--- src/rtl/messbauer_reset_sequencer_pkg.sv ---
// Shared types and timing defaults for the Mossbauer channel reset sequencer.
// The environment top level also reuses the default delay/width constants.
package messbauer_reset_sequencer_pkg;

  typedef enum logic [1:0] {
    ST_WAIT    = 2'd0,
    ST_ASSERT  = 2'd1,
    ST_RELEASE = 2'd2,
    ST_DONE    = 2'd3
  } seq_state_t;

  localparam int DEFAULT_PRE_DELAY   = 16;
  localparam int DEFAULT_PULSE_WIDTH = 16;

  function automatic int max3(input int a, input int b, input int c);
    int m;
    m = (a > b) ? a : b;
    return (m > c) ? m : c;
  endfunction

endpackage

--- src/rtl/messbauer_reset_sequencer_if.sv ---
// Request/status bundle between the environment top level and the reset sequencer.
interface messbauer_reset_sequencer_if #(
  parameter int CHANNEL_COUNT = 2
);

  logic                     request;
  logic [CHANNEL_COUNT-1:0] channel_reset_n;
  logic                     busy;
  logic                     done;

  modport master (output request, input channel_reset_n, busy, done);
  modport slave  (input request, output channel_reset_n, busy, done);

endinterface

--- src/rtl/messbauer_reset_sequencer_release_shifter.sv ---
// Per-channel release mask: cleared on assertion, then fills with ones from bit 0
// upward, one bit per step, or all at once when there is no stagger.
module messbauer_reset_sequencer_release_shifter #(
  parameter int CHANNEL_COUNT = 2,
  parameter int STAGGER       = 0
) (
  input  logic                     i_clk,
  input  logic                     i_rst,
  input  logic                     i_clear,
  input  logic                     i_start,
  input  logic                     i_step,
  output logic [CHANNEL_COUNT-1:0] o_mask
);

  localparam logic [CHANNEL_COUNT-1:0] ONE = CHANNEL_COUNT'(1);
  localparam logic [CHANNEL_COUNT-1:0] ALL = '1;

  logic [CHANNEL_COUNT-1:0] r_mask;

  always_ff @(posedge i_clk) begin
    if (i_rst) begin
      r_mask <= ALL;
    end else if (i_clear) begin
      r_mask <= '0;
    end else if (i_start) begin
      r_mask <= (STAGGER == 0) ? ALL : ONE;
    end else if (i_step) begin
      r_mask <= (r_mask << 1) | ONE;
    end
  end

  assign o_mask = r_mask;

endmodule

--- src/rtl/messbauer_reset_sequencer.sv ---
// Channel reset sequencer: wait, hold all channels in reset, then release them
// in staggered order; re-runnable by request once done.
//   state      | meaning
//   ST_WAIT    | all channels out of reset, counting PRE_DELAY
//   ST_ASSERT  | all channels in reset, counting PULSE_WIDTH
//   ST_RELEASE | releasing channels one per STAGGER cycles
//   ST_DONE    | all released, waiting for request
module messbauer_reset_sequencer
  import messbauer_reset_sequencer_pkg::*;
#(
  parameter int CHANNEL_COUNT = 2,
  parameter int PRE_DELAY     = DEFAULT_PRE_DELAY,
  parameter int PULSE_WIDTH   = DEFAULT_PULSE_WIDTH,
  parameter int STAGGER       = 0,
  parameter int COUNTER_WIDTH = 8
) (
  input  logic                        i_aclk,
  input  logic                        i_areset,
  messbauer_reset_sequencer_if.slave  bus
);

  localparam int IDX_W = (CHANNEL_COUNT > 1) ? $clog2(CHANNEL_COUNT) : 1;
  localparam logic [COUNTER_WIDTH-1:0] PRE_LAST = COUNTER_WIDTH'(PRE_DELAY - 1);
  localparam logic [COUNTER_WIDTH-1:0] PW_LAST  = COUNTER_WIDTH'(PULSE_WIDTH - 1);
  localparam logic [COUNTER_WIDTH-1:0] STG_LAST = COUNTER_WIDTH'((STAGGER > 0) ? STAGGER - 1 : 0);
  localparam logic [IDX_W-1:0]         IDX_LAST = IDX_W'(CHANNEL_COUNT - 1);
  // Whole mask is released in one go, so RELEASE is skipped entirely.
  localparam bit SINGLE_RELEASE = (STAGGER == 0) || (CHANNEL_COUNT == 1);

  if (CHANNEL_COUNT < 1 || CHANNEL_COUNT > 16 || PRE_DELAY < 1 || PULSE_WIDTH < 1 ||
      STAGGER < 0 || max3(PRE_DELAY, PULSE_WIDTH, STAGGER) > (2 ** COUNTER_WIDTH) - 1)
  begin : g_param_check
    $error("messbauer_reset_sequencer: invalid parameter combination");
  end

  seq_state_t               r_state;
  seq_state_t               w_state_nxt;
  logic [COUNTER_WIDTH-1:0] r_counter;
  logic [COUNTER_WIDTH-1:0] w_counter_nxt;
  logic [IDX_W-1:0]         r_index;
  logic [IDX_W-1:0]         w_index_nxt;
  logic [IDX_W-1:0]         w_index_inc;
  logic                     r_busy;
  logic                     r_done;
  logic                     w_clear;
  logic                     w_start;
  logic                     w_step;
  logic [CHANNEL_COUNT-1:0] w_mask;

  assign w_index_inc = r_index + IDX_W'(1);

  always_ff @(posedge i_aclk) begin
    if (i_areset) begin
      r_state   <= ST_WAIT;
      r_counter <= '0;
      r_index   <= '0;
      r_busy    <= 1'b1;
      r_done    <= 1'b0;
    end else begin
      r_state   <= w_state_nxt;
      r_counter <= w_counter_nxt;
      r_index   <= w_index_nxt;
      r_busy    <= (w_state_nxt != ST_DONE);
      r_done    <= (w_state_nxt == ST_DONE);
    end
  end

  always_comb begin
    w_state_nxt   = r_state;
    w_counter_nxt = r_counter + COUNTER_WIDTH'(1);
    w_index_nxt   = r_index;
    w_clear       = 1'b0;
    w_start       = 1'b0;
    w_step        = 1'b0;
    case (r_state)
      ST_WAIT: begin
        if (r_counter == PRE_LAST) begin
          w_state_nxt   = ST_ASSERT;
          w_counter_nxt = '0;
          w_clear       = 1'b1;
        end
      end
      ST_ASSERT: begin
        if (r_counter == PW_LAST) begin
          w_counter_nxt = '0;
          w_index_nxt   = '0;
          w_start       = 1'b1;
          w_state_nxt   = SINGLE_RELEASE ? ST_DONE : ST_RELEASE;
        end
      end
      ST_RELEASE: begin
        if (r_counter == STG_LAST) begin
          w_counter_nxt = '0;
          w_index_nxt   = w_index_inc;
          w_step        = 1'b1;
          if (w_index_inc == IDX_LAST) w_state_nxt = ST_DONE;
        end
      end
      ST_DONE: begin
        w_counter_nxt = r_counter;
        if (bus.request) begin
          w_state_nxt   = ST_WAIT;
          w_counter_nxt = '0;
        end
      end
      default: begin
        w_state_nxt   = ST_WAIT;
        w_counter_nxt = '0;
      end
    endcase
  end

  messbauer_reset_sequencer_release_shifter #(
    .CHANNEL_COUNT (CHANNEL_COUNT),
    .STAGGER       (STAGGER)
  ) u_release_shifter (
    .i_clk   (i_aclk),
    .i_rst   (i_areset),
    .i_clear (w_clear),
    .i_start (w_start),
    .i_step  (w_step),
    .o_mask  (w_mask)
  );

  assign bus.channel_reset_n = w_mask;
  assign bus.busy            = r_busy;
  assign bus.done            = r_done;

endmodule

--- src/flat_wrapper.sv ---
// flat-port wrapper written by rule: the top's interface ports become plain ports
module messbauer_reset_sequencer_flat import messbauer_reset_sequencer_pkg::*;
#(
  parameter int CHANNEL_COUNT = 2,
  parameter int PRE_DELAY     = DEFAULT_PRE_DELAY,
  parameter int PULSE_WIDTH   = DEFAULT_PULSE_WIDTH,
  parameter int STAGGER       = 0,
  parameter int COUNTER_WIDTH = 8
)
  (i_aclk, i_areset, bus_request, bus_channel_reset_n, bus_busy, bus_done);
  messbauer_reset_sequencer_if #(.CHANNEL_COUNT(CHANNEL_COUNT)) bus_i ();
  input  logic i_aclk;
  input  logic i_areset;
  input wire logic [$bits(bus_i.request)-1:0] bus_request;
  output wire logic [$bits(bus_i.channel_reset_n)-1:0] bus_channel_reset_n;
  output wire logic [$bits(bus_i.busy)-1:0] bus_busy;
  output wire logic [$bits(bus_i.done)-1:0] bus_done;
  assign bus_i.request = bus_request;
  assign bus_channel_reset_n = bus_i.channel_reset_n;
  assign bus_busy = bus_i.busy;
  assign bus_done = bus_i.done;
  messbauer_reset_sequencer #(.CHANNEL_COUNT(CHANNEL_COUNT), .PRE_DELAY(PRE_DELAY), .PULSE_WIDTH(PULSE_WIDTH), .STAGGER(STAGGER), .COUNTER_WIDTH(COUNTER_WIDTH)) u_core (.i_aclk(i_aclk), .i_areset(i_areset), .bus(bus_i));
endmodule
--- config.mk ---
export PLATFORM = sky130hd
export DESIGN_NAME = messbauer_reset_sequencer_flat
export DESIGN_NICKNAME = d
export VERILOG_FILES = /design/src/rtl/messbauer_reset_sequencer_pkg.sv /design/src/rtl/messbauer_reset_sequencer_if.sv /design/src/rtl/messbauer_reset_sequencer_release_shifter.sv /design/src/rtl/messbauer_reset_sequencer.sv /design/src/flat_wrapper.sv
export SDC_FILE = /design/constraint.sdc
export NUM_CORES = 1
export LEC_CHECK = 0
export BUFFER_PORTS_ARGS = -buffer_cell sky130_fd_sc_hd__clkbuf_2
export CAP_MARGIN = 5
export CORE_MARGIN = 2
export CORE_UTILIZATION = 61
export DETAILED_ROUTE_END_ITERATION = 6
export PLACE_DENSITY = 0.81
export SLEW_MARGIN = 30
export SYNTH_ARGS = -nofsm -noshare
export SYNTH_HDL_FRONTEND = slang
export SYNTH_SLANG_ARGS = --single-unit
--- constraint.sdc ---
create_clock -name i_aclk -period 3.7 [get_ports i_aclk]
set_input_delay 0.185 -clock i_aclk [delete_from_list [all_inputs] [get_ports i_aclk]]
set_output_delay 0.185 -clock i_aclk [all_outputs]
set_load 0.1 [all_outputs]
# Word level (Yosys, flattened, before mapping)
# Index checks and enable logic that the tools add are counted.
# totals
regBits	15
wordCells	44
input_bits	3
output_inout_bits	4
# classes
muxes	21
reduce_logical	6
n_eq_ne	9
addsub	2
# ops
operator	count
$mux W8	3
$pmux W8 S3	1
$mux W2	8
$add A8 B1 Y8 const B	1
$eq A8 B4 Y1 const B	1
$logic_not A8 Y1	1
$pmux W2 S4	1
$mux W1	7
$eq A2 B2 Y1 const B	3
$ne A2 B1 Y1 const B	2
$ne A2 B2 Y1 const B	2
$reduce_and A3 Y1	1
$reduce_bool A3 Y1	1
$eq A2 B1 Y1 const B	1
$logic_not A2 Y1	1
$pmux W1 S2	1
$reduce_bool A2 Y1	1
$reduce_or A2 Y1	1
$add A1 B1 Y1 const B	1

# Logic depth before layout (Yosys ltp)
# Gate-level depths: netlist of the first run.
# depth
word_depth	6
mapped_depth	6
ltp_nobuf	6

# Cells and area by module
# From an unflattened synthesis of the first run, not the netlist that was laid out.
# hier_totals
cells_unflattened	93
hier_area_um2	808.3
# modules_own_cells
module	n_inst	seq_area_each_um2	area_per_inst_um2	cells_each
messbauer_reset_sequencer	1	260.2	730.7	85
messbauer_reset_sequencer_release_shifter	1	40.0	77.6	8

# Worst setup path before layout of the first run
# Ideal clock, no wire load.
# synth_path
path_type	register to register
startpoint	register u_core.r_counter[6]
endpoint	register u_core.r_busy (netlist: u_core.bus.busy)
path_buffers	1
period_less_slack_ps	1910
setup_time_ps	114
path_stages_with_launch	6
arrival_time_ps	1796
path_slack_ps	1790
t_required_ps	3586
cell_sequence	dfxtp_1 > or4_1 > buf_2 > or3_4 > a311oi_2 > a21bo_1
# synth_via
elab_chain_len	4
elab_cells_between_ends	7
classes_between	2 x eq/ne; 4 x mux; 1 x reduce/logical
# synth_rtl
element	line	source
start: declaration	messbauer_reset_sequencer.sv:38	logic [COUNTER_WIDTH-1:0] r_counter;
start signal: assignment	messbauer_reset_sequencer.sv:61	r_counter <= w_counter_nxt;
$eq A8 B4 Y1 / $logic_not A8 Y1 (equally long branches)	messbauer_reset_sequencer.sv:77, messbauer_reset_sequencer.sv:84, messbauer_reset_sequencer.sv:92	
$mux W2, on equally long branches	messbauer_reset_sequencer.sv:84, messbauer_reset_sequencer.sv:77, messbauer_reset_sequencer.sv:92	
$pmux W2 S4 *	messbauer_reset_sequencer.sv:75	case (r_state)
$ne A2 B2 Y1 *	messbauer_reset_sequencer.sv:63	r_busy <= (w_state_nxt != ST_DONE);
end signal: assignment	messbauer_reset_sequencer.sv:63	
end: declaration	messbauer_reset_sequencer.sv:43	logic r_busy;
# Mark *: on every way between the ends. The rest lies on a longest branch, timed or not.
# A chain may end at the register's enable or synchronous reset.

# Final worst setup path of the first run
# layout_path
startpoint	register u_core.r_state[0]
endpoint	register u_core.r_busy (netlist: u_core.bus.busy)
# layout_via
elab_chain_len	4
elab_cells_between_ends	11
classes_between	4 x eq/ne; 6 x mux; 1 x reduce/logical
# layout_rtl
element	line	source
start: declaration	messbauer_reset_sequencer.sv:36	seq_state_t r_state;
start signal: assignment	messbauer_reset_sequencer.sv:60	r_state <= w_state_nxt;
$mux W2	messbauer_reset_sequencer.sv:96	if (w_index_inc == IDX_LAST) w_state_nxt = ST_DONE;
$mux W2	messbauer_reset_sequencer.sv:92	if (r_counter == STG_LAST) begin
$pmux W2 S4 *	messbauer_reset_sequencer.sv:75	
$ne A2 B2 Y1 *	messbauer_reset_sequencer.sv:63	
# Marks and branches as above.

==> impl_metrics.json, run 1 <==
{
  "synth_area_leaders": "dfxtp_1, ha_1, nor2_1, xnor2_1, nand4_1",
  "synthXorXnorAreaFrac": 0.0598,
  "nNetsFinal": 116,
  "synth-compound-area-share": 0.192,
  "maxCapViolCount": 0,
  "dp_cells": 116,
  "synth_area_um2": 878,
  "totalWireLength_um": 1690,
  "hold_depth": 2,
  "diodes": 0,
  "slew_headroom": 0.575,
  "synth.distinct_cells": 37,
  "synth_top_area_share": 0.342,
  "timing.fmax_ghz": 0.477,
  "cts_sinks": 15,
  "clock_latency_ns": 0.29,
  "grt_pass1_wl_um": 2980,
  "cp-startpoint": "u_core.r_state[0]",
  "grt_pass1_vias": 711,
  "path_clk_slew_ns": 0.09,
  "setup_viol_count_final": 0,
  "synth_edf_count": 0,
  "finalCriticalPeriod_ns": 2.10,
  "yosysTopAreaCell": "dfxtp_1",
  "clk_root_buffer_cell": "clkbuf_4",
  "synth_ff_type": "dfxtp_1",
  "regArea_um2": 300,
  "synth_top_family_by_area": "simple AND/OR/NAND/NOR gates",
  "start_util": 0.667,
  "grt.overflow.total": 0,
  "final_cells": 120,
  "async_reset_ff_frac": 0,
  "cp.required_ns": 3.89,
  "setup_tns_ns": 0,
  "area.growth.synth_to_final_pct": 4.70,
  "nFillCells": 108,
  "core_area_mm2": 0.00132,
  "cts_buffers": 3,
  "fin_crit_sh": 0.567,
  "pre_cts_ws_ns": 1.67,
  "status": "finished, final reports clean",
  "syn_nets": 109,
  "first_iter_violations": 25,
  "syn_inst": 99,
  "reg2reg_from": "u_core.r_state[0]",
  "cts_hold_buffers": 0,
  "ys_seq_elements": 15,
  "drv_slew": 0,
  "wl_per_cell_um": 14.1,
  "first_pass_iters": 4,
  "grt_usage": 0.228,
  "grt_max_degree": 10,
  "place_congestion": 0.936,
  "io_pins": 7,
  "die_x_um": 41.9,
  "route.vias.total": 732,
  "grt_setup_unrepaired": "no",
  "worst_pin_slew_ns": 0.631,
  "holdCritStartpoint": "i_areset",
  "holdWs_ns": 0.182,
  "cts_tree": "done",
  "via_per_inst": 6.10,
  "synthMuxAreaShare": 0,
  "cts_buffer_depth": 2,
  "die_area_mm2": 0.00176,
  "antenna_found_initial": 0,
  "finalHoldViolCount": 0,
  "cts_max_level": 1,
  "syn_area_per_cell_um2": 8.87,
  "cp-start-kind": "flip-flop",
  "cts-resized-gates": 0,
  "skew_ns": 0.00145,
  "leakage_nw": 0.340,
  "worstPathArrival_ns": 2.29,
  "dp.final_hpwl_um": 1250,
  "synthAdderAreaFrac": 0.0997,
  "io_buffer_count": 6,
  "drcViolationCount": 0,
  "cts_setup_buffers": 0,
  "cp_max_fo": 6,
  "peakVddDrop_v": 0.000218,
  "synth-simple-area-share": 0.242,
  "multi_input_area_um2": 522,
  "power_density_mw_per_mm2": 332,
  "path_class": "reg -> reg",
  "crit_path_end_kind": "flip-flop",
  "drive_gt1_frac": 0.114,
  "r2r_cells": 6,
  "synth_warnings": 0,
  "postRouteAntennaNets": 0,
  "ys_seq_area_frac": 0.342,
  "hp-class": "in -> reg",
  "row_count": 13,
  "layout_setup_ws_ns": 1.60,
  "die_h_um": 41.9
}
[metrics by stage]
stage	utilization	total power (W)	cell area, um2
6_report	0.698	0.000305	920
5_1_grt	0.698	0.000322	920
4_1_cts	0.698	0.000309	920
3_5_place_dp	0.678	0.000214	893
3_3_place_gp	0.678	0.000213	893
2_1_floorplan	-	0.000208	878
[layer usage]
layer / global-route usage / wire length (um) / vias to the layer above
li1: - / - / 365
met1: 0.255 / 707 / 339
met2: 0.369 / 830 / 22
met3: 0.100 / 116 / 6
met4: 0.103 / 32 / 0
met5: 0 / 0 / -
[where the power goes]
part / leakage (nW) / switching (W) / internal, W
Sequential: 0.122 / 0.00000567 / 0.000166
Clock: 0.0150 / 0.0000531 / 0.0000420
Combinational: 0.203 / 0.0000213 / 0.0000174
Total: 0.340 / 0.0000800 / 0.000225
[cells by family (layout without fill, tap and decap cells)]
| kind of cell | after synthesis | in the layout |
|---|---|---|
| AO/OA/AOI/OAI | 22 | 22 |
| adder cells (fa/ha/maj) | 7 | 7 |
| XOR/XNOR | 6 | 6 |
| flip-flops | 15 | 15 |
| AND/OR/NAND/NOR | 39 | 39 |
| buffers and inverters | 10 | 16 |
[final timing paths]
path                    endpoint  slack, ns
min          u_core.r_counter[2]       0.18
max              u_core.bus.busy       1.60
min reg2reg       u_core.r_index       0.50
max reg2reg      u_core.bus.busy       1.60
[Yosys cell counts, types with 2 or more instances]
master    number
dfxtp_1       15
nor2_1        11
ha_1           7
inv_1          6
nand2_1        6
o21ai_0        5
a21oi_1        4
nand3_1        4
nand4_1        4
xnor2_1        4
nand2b_1       3
a221oi_1       2
nor2b_1        2
nor3b_1        2
xor2_1         2
[final cells by class]
type                    instances  share of cell area
well taps                      15              0.0204
flip-flops and latches         15               0.327
multi-input cells              74               0.567
repair buffers                  6              0.0327
inverters                       6              0.0245
clock buffers                   4              0.0286
[sequential cells by signal, indices dropped and copies added, names as in the netlist]
name	flops
u_core.bus.done	1
u_core.bus.busy	1
u_core.r_state	2
u_core.r_counter	8
u_core.r_index	1
u_core.u_release_shifter.o_mask	2
[cells in the final DEF, fill, tap and decap left out, types with 2 or more instances in the layout]
cell type and instances:
clkbuf_2 6, nor3b_1 2, nand4_1 4, a21oi_1 4, dfxtp_1 15, inv_1 6, a221oi_1 2, xor2_1 2
nand2_1 6, nand2b_1 3, nand3_1 4, xnor2_1 4, o21ai_0 5, clkbuf_4 3, nor2_1 11, ha_1 7
nor2b_1 2
[worst max-delay path, stage by stage (launching register included)]
cell and delay [ns]:
dfxtp_1 0.35, inv_1 0.13, ha_1 0.28, nand4bb_1 0.25, or3_4 0.44, a311oi_2 0.31
a21bo_1 0.23
No activity file was read; power rests on OpenSTA's default activity.
==> run 2, diff against run 1 <==
- CORE_UTILIZATION: 61 -> 56
- PLACE_DENSITY: 0.81 -> 0.75
- clock period: 3.7 -> 2 ns (I/O delays scaled with it)
==> run 2 against run 1 <==
Against the previous run: global-route usage shrank 1.7 points; worst hold slack lost 0.080 ns; maximum frequency grew 13%; cell area grew 7.1%; wire length grew 3.7%; critical endpoint unchanged.
==> impl_metrics.json, run 2 (synthesis gave the netlist of run 1 again) <==
{
  "status": "finished, final reports clean",
  "holdCritStartpoint": "i_areset",
  "drv_slew": 0,
  "final_cells": 129,
  "via_per_inst": 5.82,
  "final_common_cell": "dfxtp_1",
  "pre_cts_ws_ns": 0.0841,
  "setup_viol_count_final": 0,
  "intPower_w": 0.000417,
  "area.growth.synth_to_final_pct": 12.1,
  "cp_max_fo": 3,
  "worstPathBufferInverterCount": 0,
  "finalHoldViolCount": 0,
  "seqPwrFrac": 0.561,
  "die_area_mm2": 0.00190,
  "power_density_mw_per_mm2": 574,
  "grt_usage": 0.211,
  "cts_buffers": 3,
  "die_x_um": 43.6,
  "regArea_um2": 300,
  "die_h_um": 43.6,
  "reg2reg_from": "u_core.r_counter[7]",
  "total_power_w": 0.000565,
  "path_class": "reg -> reg",
  "antenna_found_initial": 0,
  "largest_register_ffs": 8,
  "leakage_nw": 0.378,
  "cp-startpoint": "u_core.r_counter[7]",
  "worst_pin_slew_ns": 0.540,
  "fin_util": 0.661,
  "peakVddDrop_v": 0.000402,
  "first_pass_iters": 4,
  "postRouteAntennaNets": 0,
  "maxCapViolCount": 0,
  "core_area_mm2": 0.00149,
  "worstPathArrival_ns": 2.05,
  "nFillCells": 127,
  "hold_depth": 2,
  "drcViolationCount": 0,
  "cts_max_level": 1,
  "dp.final_hpwl_um": 1310,
  "critPathTopFamily": "simple AND/OR/NAND/NOR gates",
  "path_clk_slew_ns": 0.08,
  "r2r_cells": 4,
  "wl_per_cell_um": 13.6,
  "grt_setup_unrepaired": "no",
  "route.vias.total": 751,
  "cp-start-kind": "flip-flop",
  "cp.depth": 4,
  "clk_root_buffer_cell": "clkbuf_4",
  "cp_cell_sequence": "or4_4 > or3_4 > a311oi_2 > a21bo_1",
  "layout_setup_ws_ns": 0.138,
  "hp-class": "in -> reg",
  "grt_max_degree": 10,
  "diodes": 0,
  "crit_path_end_kind": "flip-flop",
  "clock_latency_ns": 0.28,
  "power.share.clock": 0.307,
  "first_iter_violations": 36,
  "row_count": 14,
  "top_register": "u_core.r_counter",
  "fin_crit_sh": 0.931,
  "layout_common_cells": "dfxtp_1, nor2_1, buf_4",
  "nNetsFinal": 124,
  "timing.fmax_ghz": 0.537,
  "cts_setup_buffers": 0,
  "cpMaxStageDelayCell": "or4_4",
  "grt.overflow.total": 0,
  "skew_ns": 0.000691,
  "cts_tree": "done",
  "switchingPower_w": 0.000148,
  "slew_headroom": 0.641,
  "drive_gt1_frac": 0.186,
  "start_util": 0.590,
  "finalCriticalPeriod_ns": 1.86,
  "max_stage_delay_ns": 0.54,
  "dp_cells": 125,
  "grt_pass1_vias": 664,
  "switching_share": 0.262,
  "io_pins": 7,
  "cp.required_ns": 2.19,
  "multi_input_area_um2": 526,
  "setup_tns_ns": 0,
  "p_comb_frac": 0.131,
  "place_congestion": 0.911,
  "totalWireLength_um": 1750,
  "io_buffer_count": 6,
  "cts_buffer_depth": 2,
  "grt_pass1_wl_um": 2950,
  "cts_sinks": 15
}
run 2: final timing paths:
| kind | slack (ns) | end |
|---|---|---|
| hold reg to reg | 0.51 | u_core.r_counter[1] |
| setup / recovery | 0.14 | u_core.bus.busy |
| setup reg to reg | 0.14 | u_core.bus.busy |
| hold / removal | 0.10 | u_core.r_counter[2] |
run 2: worst reg2reg max path, delay by kind of cell, from the launching register on:
| kind | cells | cell delay (ns) |
|---|---|---|
| flops | 1 | 0.34 |
| simple gates | 2 | 0.89 |
| compound gates | 2 | 0.53 |
run 2: per-layer routing:
layer	wire length [um]	global-route usage	vias to the layer above
li1	-	-	383
met1	865	0.311	339
met2	740	0.291	25
met3	110	0.0375	4
met4	33	0.109	0
met5	0	0	-
run 2: cell type report:
class                      count  area share
timing repair buffer          14      0.0915
sequential                    15       0.305
tap                           16      0.0203
clock buffer                   4      0.0267
multi-input combinational     74       0.534
inverter                       6      0.0229
run 2: through the flow:
stage | area, um2 | hold WS [ns]
after detailed placement | 955 | 0.411
after floorplan | 878 | 0.416
after CTS | 981 | 0.0990
final | 985 | 0.102
after global routing | 985 | 0.125
after global placement | 955 | 0.406
run 2: power by group through the flow:
| stage | clock [W] | sequential, W | combinational, W |
|---|---|---|---|
| global placement | 0 | 0.000324 | 0.0000718 |
| detailed placement | 0 | 0.000324 | 0.0000726 |
| CTS | 0.000180 | 0.000317 | 0.0000730 |
| global route | 0.000190 | 0.000319 | 0.0000808 |
| floorplan | 0 | 0.000320 | 0.0000636 |
| finish | 0.000174 | 0.000317 | 0.0000742 |
run 2: what timing repair did:
| action | CTS | global route |
|---|---|---|
| endpoints found under the setup margin | 0 | 1 |
| hold buffers | 0 | 0 |
| gates resized for setup | 0 | 1 |
